<file path="src/rtl/osm_statistic_counter.sv">
// ---------------------------------------------------------------------------
// osm_statistic_counter
//
// Purpose:
//   Per-port packet and async-FIFO event counter bank. Counts start-of-frame
//   events on eight RX and eight TX data-valid strobes, plus RX/TX async-FIFO
//   overflow and underflow pulses, in twenty free-running 32-bit counters.
//   The counters are read combinationally by the management register stage.
//
// Ports:
//   i_clk                         system clock, rising edge
//   i_rst_n                       synchronous active-low reset
//   iv_rx_data_valid[7:0]         per-port RX frame valid (high for whole frame)
//   iv_tx_data_valid[7:0]         per-port TX frame valid (high for whole frame)
//   i_rxasyncfifo_overflow        single-cycle event pulse
//   i_rxasyncfifo_underflow       single-cycle event pulse
//   i_txasyncfifo_overflow        single-cycle event pulse
//   i_txasyncfifo_underflow       single-cycle event pulse
//   i_clear                       clear all counters (active high, per cycle)
//   ov_*asyncfifo_*_cnt[31:0]     FIFO event counts
//   ov_inpkt_cnt_p0..p7[31:0]     RX frame counts per port
//   ov_outpkt_cnt_p0..p7[31:0]    TX frame counts per port
//
// Configuration macro:
//   OSM_CNT_SATURATE_EN  defined   -> counters hold at 0xFFFFFFFF
//                        undefined -> counters wrap modulo 2^32
//
// Handshake: none. All inputs are sampled every rising edge; all outputs are
// registered and stable between edges.
// ---------------------------------------------------------------------------
module osm_statistic_counter (
    input  logic        i_clk,
    input  logic        i_rst_n,
    input  logic [7:0]  iv_rx_data_valid,
    input  logic [7:0]  iv_tx_data_valid,
    input  logic        i_rxasyncfifo_overflow,
    input  logic        i_rxasyncfifo_underflow,
    input  logic        i_txasyncfifo_overflow,
    input  logic        i_txasyncfifo_underflow,
    input  logic        i_clear,
    output logic [31:0] ov_rxasyncfifo_overflow_cnt,
    output logic [31:0] ov_rxasyncfifo_underflow_cnt,
    output logic [31:0] ov_txasyncfifo_overflow_cnt,
    output logic [31:0] ov_txasyncfifo_underflow_cnt,
    output logic [31:0] ov_inpkt_cnt_p0,
    output logic [31:0] ov_inpkt_cnt_p1,
    output logic [31:0] ov_inpkt_cnt_p2,
    output logic [31:0] ov_inpkt_cnt_p3,
    output logic [31:0] ov_inpkt_cnt_p4,
    output logic [31:0] ov_inpkt_cnt_p5,
    output logic [31:0] ov_inpkt_cnt_p6,
    output logic [31:0] ov_inpkt_cnt_p7,
    output logic [31:0] ov_outpkt_cnt_p0,
    output logic [31:0] ov_outpkt_cnt_p1,
    output logic [31:0] ov_outpkt_cnt_p2,
    output logic [31:0] ov_outpkt_cnt_p3,
    output logic [31:0] ov_outpkt_cnt_p4,
    output logic [31:0] ov_outpkt_cnt_p5,
    output logic [31:0] ov_outpkt_cnt_p6,
    output logic [31:0] ov_outpkt_cnt_p7
);

    // Previous-cycle valid, used for start-of-frame detection.
    logic [7:0]  rv_rx_prev_q, rv_rx_prev_d;
    logic [7:0]  rv_tx_prev_q, rv_tx_prev_d;

    logic [31:0] in_cnt_q  [8];
    logic [31:0] in_cnt_d  [8];
    logic [31:0] out_cnt_q [8];
    logic [31:0] out_cnt_d [8];

    logic [31:0] rx_ovf_cnt_q, rx_ovf_cnt_d;
    logic [31:0] rx_unf_cnt_q, rx_unf_cnt_d;
    logic [31:0] tx_ovf_cnt_q, tx_ovf_cnt_d;
    logic [31:0] tx_unf_cnt_q, tx_unf_cnt_d;

    logic [7:0]  rx_sof;
    logic [7:0]  tx_sof;

    assign rx_sof = iv_rx_data_valid & ~rv_rx_prev_q;
    assign tx_sof = iv_tx_data_valid & ~rv_tx_prev_q;

    // Next value of one counter for a single-bit increment request.
    function automatic logic [31:0] cnt_next(input logic [31:0] cur,
                                             input logic        inc);
`ifdef OSM_CNT_SATURATE_EN
        if (inc && (cur != 32'hFFFF_FFFF)) begin
            cnt_next = cur + 32'd1;
        end else begin
            cnt_next = cur;
        end
`else
        cnt_next = inc ? (cur + 32'd1) : cur;
`endif
    endfunction

    always_comb begin
        // prev tracks valid unconditionally, even while clearing, so a frame
        // whose start collides with clear is never counted later.
        rv_rx_prev_d = iv_rx_data_valid;
        rv_tx_prev_d = iv_tx_data_valid;

        for (int n = 0; n < 8; n++) begin
            in_cnt_d[n]  = in_cnt_q[n];
            out_cnt_d[n] = out_cnt_q[n];
        end
        rx_ovf_cnt_d = rx_ovf_cnt_q;
        rx_unf_cnt_d = rx_unf_cnt_q;
        tx_ovf_cnt_d = tx_ovf_cnt_q;
        tx_unf_cnt_d = tx_unf_cnt_q;

        if (i_clear) begin
            // Clear wins over any coincident event; those events are dropped.
            for (int n = 0; n < 8; n++) begin
                in_cnt_d[n]  = 32'd0;
                out_cnt_d[n] = 32'd0;
            end
            rx_ovf_cnt_d = 32'd0;
            rx_unf_cnt_d = 32'd0;
            tx_ovf_cnt_d = 32'd0;
            tx_unf_cnt_d = 32'd0;
        end else begin
            for (int n = 0; n < 8; n++) begin
                in_cnt_d[n]  = cnt_next(in_cnt_q[n],  rx_sof[n]);
                out_cnt_d[n] = cnt_next(out_cnt_q[n], tx_sof[n]);
            end
            rx_ovf_cnt_d = cnt_next(rx_ovf_cnt_q, i_rxasyncfifo_overflow);
            rx_unf_cnt_d = cnt_next(rx_unf_cnt_q, i_rxasyncfifo_underflow);
            tx_ovf_cnt_d = cnt_next(tx_ovf_cnt_q, i_txasyncfifo_overflow);
            tx_unf_cnt_d = cnt_next(tx_unf_cnt_q, i_txasyncfifo_underflow);
        end
    end

    always_ff @(posedge i_clk) begin
        if (!i_rst_n) begin
            // prev resets to ones so a frame in progress at reset release is
            // not mistaken for a new start of frame.
            rv_rx_prev_q <= 8'hFF;
            rv_tx_prev_q <= 8'hFF;
            for (int n = 0; n < 8; n++) begin
                in_cnt_q[n]  <= 32'd0;
                out_cnt_q[n] <= 32'd0;
            end
            rx_ovf_cnt_q <= 32'd0;
            rx_unf_cnt_q <= 32'd0;
            tx_ovf_cnt_q <= 32'd0;
            tx_unf_cnt_q <= 32'd0;
        end else begin
            rv_rx_prev_q <= rv_rx_prev_d;
            rv_tx_prev_q <= rv_tx_prev_d;
            for (int n = 0; n < 8; n++) begin
                in_cnt_q[n]  <= in_cnt_d[n];
                out_cnt_q[n] <= out_cnt_d[n];
            end
            rx_ovf_cnt_q <= rx_ovf_cnt_d;
            rx_unf_cnt_q <= rx_unf_cnt_d;
            tx_ovf_cnt_q <= tx_ovf_cnt_d;
            tx_unf_cnt_q <= tx_unf_cnt_d;
        end
    end

    assign ov_rxasyncfifo_overflow_cnt  = rx_ovf_cnt_q;
    assign ov_rxasyncfifo_underflow_cnt = rx_unf_cnt_q;
    assign ov_txasyncfifo_overflow_cnt  = tx_ovf_cnt_q;
    assign ov_txasyncfifo_underflow_cnt = tx_unf_cnt_q;

    assign ov_inpkt_cnt_p0  = in_cnt_q[0];
    assign ov_inpkt_cnt_p1  = in_cnt_q[1];
    assign ov_inpkt_cnt_p2  = in_cnt_q[2];
    assign ov_inpkt_cnt_p3  = in_cnt_q[3];
    assign ov_inpkt_cnt_p4  = in_cnt_q[4];
    assign ov_inpkt_cnt_p5  = in_cnt_q[5];
    assign ov_inpkt_cnt_p6  = in_cnt_q[6];
    assign ov_inpkt_cnt_p7  = in_cnt_q[7];

    assign ov_outpkt_cnt_p0 = out_cnt_q[0];
    assign ov_outpkt_cnt_p1 = out_cnt_q[1];
    assign ov_outpkt_cnt_p2 = out_cnt_q[2];
    assign ov_outpkt_cnt_p3 = out_cnt_q[3];
    assign ov_outpkt_cnt_p4 = out_cnt_q[4];
    assign ov_outpkt_cnt_p5 = out_cnt_q[5];
    assign ov_outpkt_cnt_p6 = out_cnt_q[6];
    assign ov_outpkt_cnt_p7 = out_cnt_q[7];

endmodule

</file>
<file path="config.mk">
export PLATFORM = sky130hd
export DESIGN_NAME = osm_statistic_counter
export DESIGN_NICKNAME = d
export VERILOG_FILES = /design/src/rtl/osm_statistic_counter.sv
export SDC_FILE = /design/constraint.sdc
export NUM_CORES = 1
export LEC_CHECK = 0
export ABC_AREA = 1
export CAP_MARGIN = 10
export CORE_ASPECT_RATIO = 2
export CORE_UTILIZATION = 30
export DETAILED_ROUTE_END_ITERATION = 6
export PLACE_DENSITY = 0.49
export SLEW_MARGIN = 25
export SYNTH_ARGS = -nofsm -noshare
export SYNTH_HDL_FRONTEND = slang
export SYNTH_SLANG_ARGS = --single-unit
</file>
<file path="constraint.sdc">
create_clock -name i_clk -period 2.1 [get_ports i_clk]
set_clock_uncertainty 0.05 [all_clocks]
set_input_delay 0.42 -clock i_clk [delete_from_list [all_inputs] [get_ports i_clk]]
set_output_delay 0.42 -clock i_clk [all_outputs]
set_load 0.02 [all_outputs]
</file>
# Word level (Yosys, flattened, before mapping)
# Memories as Yosys holds them, arrays and structs flattened.
# Cells that the tools add are included.
[word_totals]
reg_bits = 144
ram_bits = 512
output_inout_bits = 640
mem_count = 2
[mem_list]
columns = ["name", "depth", "width", "read_ports", "rd_clocked_by_memory_dff", "write_ports", "line_no", "source"]
rows = [
  ["in_cnt_q", 8, 32, 8, 0, 8, "67", "logic [31:0] in_cnt_q [8];"],
  ["out_cnt_q", 8, 32, 8, 0, 8, "69", "logic [31:0] out_cnt_q [8];"],
]
[op_classes]
addsub = 20
mux = 36
bitwise_logic = 21
n_reduce_logical = 1
[op_table]
columns = ["operator", "count"]
rows = [
  ["32-bit 2-to-1 mux", 32],
  ["32-bit by 1-bit adder with 32-bit output (second input constant)", 20],
  ["256-bit 2-to-1 mux", 2],
  ["8-bit bitwise AND", 2],
  ["8-bit NOT", 2],
  ["1-bit bitwise OR", 16],
  ["1-bit 2-to-1 mux", 2],
  ["2-bit OR reduction", 1],
  ["1-bit NOT", 1],
]

# Depth between registers and ports, before layout
# Gate-level depths: netlist of run 1.
[logic_depth]
ltp_word = 5
ltp_mapped = 11
ltp_nobuf = 11

# Least setup slack after synthesis of run 1
# No wires, ideal clock.
[synth_timing]
path_kind = "reg-to-reg"
startpoint = "memory in_cnt_q[7][1] (netlist: in_cnt_q[1][97])"
endpoint = "memory in_cnt_q[7][26] (netlist: in_cnt_q[1][122])"
setup_ns = 0.116
arrival_time_ns = 1.523
t_required_ns = 1.934
path_slack_ns = 0.412
stages_incl_launch_ff = 9
n_path_buf = 0
period_less_slack_ns = 1.688
path_cell_list = "dfxtp_1 > ha_1 > nand3_1 > nor2_2 > nand2_2 > nor2_2 > nand3_1 > o21ai_0 > nor2_1"
[synth_lines]
columns = ["element", "line_no"]
rows = [
  ["start, declared", "67"],
]

# Worst setup path in the final report of run 1
[layout_timing]
startpoint = "register rx_unf_cnt_q[2] (netlist: ov_rxasyncfifo_underflow_cnt[2])"
endpoint = "output port ov_rxasyncfifo_underflow_cnt[2]"
[layout_lines]
columns = ["element", "line_no", "source"]
rows = [
  ["start, declared", "73", "logic [31:0] rx_unf_cnt_q, rx_unf_cnt_d;"],
  ["start signal, assigned", "156", "rx_unf_cnt_q <= rx_unf_cnt_d;"],
  ["end, declared", "42", "output logic [31:0] ov_rxasyncfifo_underflow_cnt,"],
]
# No word-level cell between the ends.

==> summary.md, run 1 <==
| Metric | Value |
|---|---|
| RSZ-0062 raised after global routing | no |
| Post-Syn Instances | 5310 |
| Die height | 478 um |
| Crit path max-delay family | flip-flops |
| H-tree levels | 3 |
| DR iter-0 viols | 1415 |
| Critical R2R Launch | ov_rxasyncfifo_overflow_cnt[0] |
| Slowest stage cell, crit path | dfxtp_1 |
| Congestion Overflow GR | 0 |
| I/O pin cnt | 663 |
| Layout Cell Area excl Fill | 45500 um^2 |
| HP Start | i_rst_n |
| Final period util | 0.972 |
| Post-CTS setup buffers | 0 |
| Crit Path Max Fanout | 6 |
| Drt drc | 0 |
| Area Overhead vs Synth | 34.1% |
| WL final | 135000 um |
| Layout cells sized above 1 | 0.0901 |
| RePlAce Congestion | 0.938 |
| Cts hold-fix bufs | 0 |
| Worst Setup Start Kind | flip-flop |
| Net Sw Frac | 0.233 |
| Total CTS buffers | 71 |
| Clock network fraction of total power | 0.512 |
| YS warnings | 0 |
| Initial antenna violation count | 4 |
| Yosys cell types | 39 |
| Routed Antenna Nets | 0 |
| Slew headroom | 0.663 |
| Core Area | 112000 um^2 |
| Final setup fails | 0 |
| Sw power | 6.36 mW |
| Cell Area, Placed | 43800 um^2 |
| Worst Path Required | 1.63 ns |
| Worst Path Class, Setup | flip-flop to primary output |
| Fmax | 490 MHz |
| Register area | 13100 um^2 |
| Status | finished clean |
| Multi-input logic area | 17600 um^2 |
| # rows | 174 |
| First-pass GRT wire length | 203000 um |
| Pre-CTS setup slack | -0.184 ns |
| Pwr/cell area | 600 nW/um^2 |
| Overall Global Routing Usage | 0.231 |
| Crit. Startpoint | ov_rxasyncfifo_underflow_cnt[2] |
| Hold Crit Class | input port to flip-flop |
| Async SR Flop Fraction | 0 |
| Fill cells | 12300 |
| CP arrival | 1.57 ns |
| Crit path cell chain | clkdlybuf4s15_2 |
| Vias in the first global route | 34700 |
| Max-Cap Viols | 0 |
| Sequential element share of the synthesized area | 0.387 |
| Clk sinks | 656 |
| Max Slew Vio Count | 0 |
| CTS Root Cell | clkbuf_16 |
| Ys flop type | dfxtp_1 |
| Worst hold slack | 0.260 ns |
| Clock latency on the worst-skew pair | 0.66 ns |
| Most common library cell in the layout ignoring fill and taps | nand2_1 |
| First-pass DRT Iterations | 5 |
| Total power | 27.3 mW |
| Sequential power share | 0.458 |
| Combinational Power Share | 0.031 |
| Critical path buffers and inverters | 1 |
| Post-DR vias/cell | 4.65 |
| Final hold violations | 0 |
| Cell Area, Synth | 34000 um^2 |
| Leakage power | 19.6 nW |
| EDFF count, synth | 0 |
| Internal power | 21.0 mW |
| Final min period | 2.04 ns |
| Worst Tran Pin Value | 0.502 ns |
| WL per Instance | 17.5 um |
| CTS tree | yes |
| Yosys reg bits | 656 |
| Largest net degree at the start of global routing | 67 |
| Detailed placement HPWL | 107000 um |
| Max Root-Sink Buffers | 3 |
| Most frequent cells in the layout | nand2_1, nor2_1, inv_1 |
| Max stage delay on crit path | 0.53 ns |
| Synthesized Nets | 5353 |
| Starting Density | 0.302 |
| Element type at the critical path end | primary output |
| Fin util | 0.405 |
| Die Wd | 240 um |
| Clock slew at reported path FFs | 0.06 ns |
| Number of port buffers | 662 |
| Syn avg cell area | 6.40 um^2 |
| Via count | 35900 |
| Nets | 6206 |
| Die Area | 115000 um^2 |
| Worst setup margin | 0.0594 ns |
| Peak VDD IR | 0.572 mV |
## per-stage QoR
| step | TNS (ns) | instances |
|---|---|---|
| after floorplan | 0 | 5310 |
| after global placement | -2.02 | 7586 |
| after detailed placement | -2.61 | 7586 |
| after CTS | 0 | 7713 |
| after global routing | 0 | 7714 |
| final | 0 | 7715 |
## power groups by stage
stage / Clock [mW] / Sequential [mW] / Combinational [mW]
after floorplan: 0 / 12.8 / 0.433
after global placement: 0 / 12.8 / 0.865
after CTS: 14.4 / 12.5 / 0.863
after detailed placement: 0 / 12.8 / 0.872
final: 14.0 / 12.5 / 0.845
after global routing: 14.9 / 12.5 / 0.939
## path summary, 6_finish.rpt
path                                           to  depth (start not counted)  slack (ns)
setup / recovery  ov_rxasyncfifo_underflow_cnt[2]                          1        0.06
hold / removal                    rv_tx_prev_q[6]                          3        0.26
setup reg to reg  ov_rxasyncfifo_overflow_cnt[30]                          7        0.22
hold reg to reg                   in_cnt_q[1][38]                          2        0.42
## tightest hold or removal path, cell delays in order
cell     delay [ns]
buf_2          0.11
buf_4          0.28
nand2_1        0.12
## cell type report
type | count | share of cell area
multi-input combinational | 3800 | 0.386
tap | 1496 | 0.0411
inverter | 778 | 0.0643
sequential | 656 | 0.288
timing repair buffer | 856 | 0.165
clock inverter | 23 | 0.00841
antenna | 2 | 0.000110
clock buffer | 104 | 0.0475
## cell usage after synthesis, types with 28 or more instances
cell	n	area [um^2]
nand3_1	419	2100
o21ai_0	223	1120
nor3_1	148	741
nor2_2	90	563
nor2_1	1006	3780
buf_2	53	265
inv_1	738	2770
o21ai_1	28	140
nand2_1	1216	4560
a21oi_1	276	1380
nand2_2	28	175
nand4_1	117	732
xor2_1	65	569
nor2_4	29	327
dfxtp_1	656	13100
inv_2	34	128
## kinds of logic (layout without fill, tap and decap cells)
| group | Yosys count | count (layout) | synth area share |
|---|---|---|---|
| AOI/OAI and AO/OA | 555 | 555 | 0.0836 |
| and+or+nand+nor | 3148 | 3148 | 0.406 |
| other | 0 | 2 | 0 |
| buffers and inverters | 854 | 1761 | 0.0965 |
| xor gates and xnor gates | 77 | 77 | 0.0199 |
| adders and majority gates | 20 | 20 | 0.00737 |
| DFF | 656 | 656 | 0.387 |
## flip-flops by register name (all words and copies together), names as in the netlist
signal                        cells
out_cnt_q                       256
ov_rxasyncfifo_overflow_cnt      32
in_cnt_q                        256
ov_txasyncfifo_overflow_cnt      32
ov_rxasyncfifo_underflow_cnt     32
rv_rx_prev_q                      8
rv_tx_prev_q                      8
ov_txasyncfifo_underflow_cnt     32
## repair_timing
item	CTS	global route
gates resized for setup	670	31
cloned	0	0
setup endpoints to repair	639	25
## layer usage
metal,track usage,wire [um]
met3,0.0842,12400
met1,0.233,49500
met5,0,0
met2,0.420,67200
met4,0.101,5550
Note: power is estimated with default switching activity, not from simulation.
==> run 2, diff against run 1 <==
--- a/config.mk
+++ b/config.mk
@@ -10,5 +10,5 @@
 export CORE_ASPECT_RATIO = 2
-export CORE_UTILIZATION = 30
+export CORE_UTILIZATION = 40
 export DETAILED_ROUTE_END_ITERATION = 6
-export PLACE_DENSITY = 0.49
+export PLACE_DENSITY = 0.62
 export SLEW_MARGIN = 25
==> constraint.sdc (replaced) <==
create_clock -name i_clk -period 2.1 [get_ports i_clk]
set_clock_uncertainty 0.05 [all_clocks]
set_input_delay 0.525 -clock i_clk [delete_from_list [all_inputs] [get_ports i_clk]]
set_output_delay 0.525 -clock i_clk [all_outputs]
set_load 0.02 [all_outputs]
==> summary.md, run 2 (synthesis results as in run 1) <==
| Metric | Value |
|---|---|
| Status | finished, violations left |
| Violated checks | DRC |
| Most frequent cells in the layout | nand2_1, nor2_1, inv_1 |
| Clock latency on the worst-skew pair | 0.63 ns (-0.03 ns) |
| RSZ-0062 raised after global routing | no |
| Element type at the critical path end | primary output |
| First-pass GRT wire length | 191000 um (-5.9%) |
| Nets | 6250 (+0.71%) |
| Leakage power | 19.4 nW (-0.77%) |
| CTS Root Cell | clkbuf_16 |
| H-tree levels | 3 (unchanged) |
| Post-CTS setup buffers | 0 (unchanged) |
| Most common library cell in the layout ignoring fill and taps | nand2_1 |
| Number of port buffers | 662 (unchanged) |
| Crit path max-delay family | flip-flops |
| Crit Path Max Fanout | 4 (-2) |
| Core Area | 83900 um^2 (-25%) |
| Vias in the first global route | 34700 (-0.072%) |
| Max Slew Vio Count | 0 (unchanged) |
| Final hold violations | 0 (unchanged) |
| Initial antenna violation count | 3 (-1) |
| Fmax | 481 MHz (-1.9%) |
| Largest net degree at the start of global routing | 62 (-7.5%) |
| Die Wd | 208 um (-13%) |
| Post-route setup TNS | 0 ns (unchanged) |
| Area Overhead vs Synth | 33.1% |
| First-pass DRT Iterations | 7 (+2) |
| WL per Instance | 17.0 um (-2.7%) |
| Peak VDD IR | 0.644 mV (+13%) |
| Final min period | 2.08 ns (+0.0387 ns) |
| Overall Global Routing Usage | 0.282 (+0.0505) |
| Fin util | 0.539 (+0.133) |
| Via count | 36600 (+2.1%) |
| Final setup fails | 0 (unchanged) |
| Slew headroom | 0.655 (-0.00802) |
| Worst Tran Pin Value | 0.514 ns (+0.0119 ns) |
| Congestion Overflow GR | 0 (unchanged) |
| CTS tree | yes |
| Layout Cell Area excl Fill | 45200 um^2 (-0.74%) |
| Post-DR vias/cell | 5.00 (+7.5%) |
| Clk sinks | 656 (unchanged) |
| I/O pin cnt | 663 (unchanged) |
| Routed Antenna Nets | 0 (unchanged) |
| Pwr/cell area | 581 nW/um^2 (-3.2%) |
| GR met1 Demand/Resource | 0.285 (+0.0520) |
| Gr busiest metal | met2 |
| Max Root-Sink Buffers | 3 (unchanged) |
| Worst Path Required | 1.52 ns (-0.11 ns) |
| Detailed placement HPWL | 98800 um (-7.5%) |
| Max-Cap Viols | 0 (unchanged) |
| Met3 usage | 0.0939 (+0.00975) |
| Top flop regs | in_cnt_q: 256 flops, out_cnt_q: 256 flops |
| # rows | 150 (-14%) |
| Layout cells sized above 1 | 0.102 (+0.0117) |
| Met2 Use GR | 0.511 (+0.0903) |
| Crit path cell chain | dlygate4sd2_1 |
| Worst Setup Start Kind | flip-flop |
| WL final | 124000 um (-7.6%) |
| Worst Path Class, Setup | flip-flop to primary output |
| Die height | 414 um (-13%) |
| Critical path buffers and inverters | 1 (unchanged) |
| Register area | 13100 um^2 (about the same) |
| Die Area | 86200 um^2 (-25%) |
| Fill cells | 8554 (-30%) |
| Slowest stage cell, crit path | dfxtp_1 |
| Clock slew at reported path FFs | 0.06 ns (about the same) |
| Total CTS buffers | 67 (-5.6%) |
| Multi-input logic area | 17600 um^2 (unchanged) |
| Starting Density | 0.405 (+0.103) |
| RePlAce Congestion | 0.981 (+4.6%) |
| Drt drc | 2 (+2) |
| Total power | 26.3 mW (-3.9%) |
| CP arrival | 1.50 ns (-0.07 ns) |
| Cell Area, Placed | 43600 um^2 (-0.43%) |
| DR iter-0 viols | 1992 (+41%) |
| Max stage delay on crit path | 0.44 ns (-0.09 ns) |
| Hold Crit Class | input port to flip-flop |
| Final period util | 0.990 (+0.0184) |
==> run 2: layer usage <==
layer  share of wire  vias up
li1                -    18600
met1            0.37    16700
met2            0.49     1087
met3           0.088      283
met4           0.049        2
met5         0.00010        -
==> run 2: worst paths after layout <==
kind / from / to / slack [ns] / depth (start not counted)
setup / recovery: in_cnt_q[1][2] / ov_inpkt_cnt_p4[2] / 0.02 / 1
hold / removal: i_rst_n / rv_tx_prev_q[3] / 0.36 / 3
setup reg to reg: out_cnt_q[0][1] / out_cnt_q[0][24] / 0.25 / 8
hold reg to reg: in_cnt_q[0][38] / in_cnt_q[0][38] / 0.41 / 2
==> run 2: layout make-up <==
cell class / count / area share
Antenna cell: 3 / 0.000166
Clock buffer: 92 / 0.0428
Clock inverter: 27 / 0.00830
Inverter: 778 / 0.0648
Multi-Input combinational cell: 3800 / 0.388
Sequential cell: 656 / 0.291
Tap cell: 1064 / 0.0294
Timing Repair Buffer: 904 / 0.175
==> run 2: where the power goes <==
group / switching [mW] / leakage (nW) / internal [mW] / total, mW
combinational: 0.528 / 13.0 / 0.314 / 0.843
sequential: 0.0375 / 5.29 / 12.5 / 12.5
clock: 5.44 / 1.14 / 7.47 / 12.9
==> run 2: metrics by stage <==
step / worst slack, ns / instances / hold WS [ns]
finish: 0.0207 / 7324 / 0.360
global route: 0.000154 / 7322 / 0.356
CTS: 0.000629 / 7321 / 0.320
detailed placement: -0.180 / 7202 / 0.406
global placement: -0.160 / 7202 / 0.399
floorplan: 0.412 / 5310 / 0.476
==> run 2: timing repair <==
| action | CTS | global route |
|---|---|---|
| endpoints found under the setup margin | 636 | 56 |
| resized for setup | 746 | 60 |
| hold buffers | 0 | 0 |
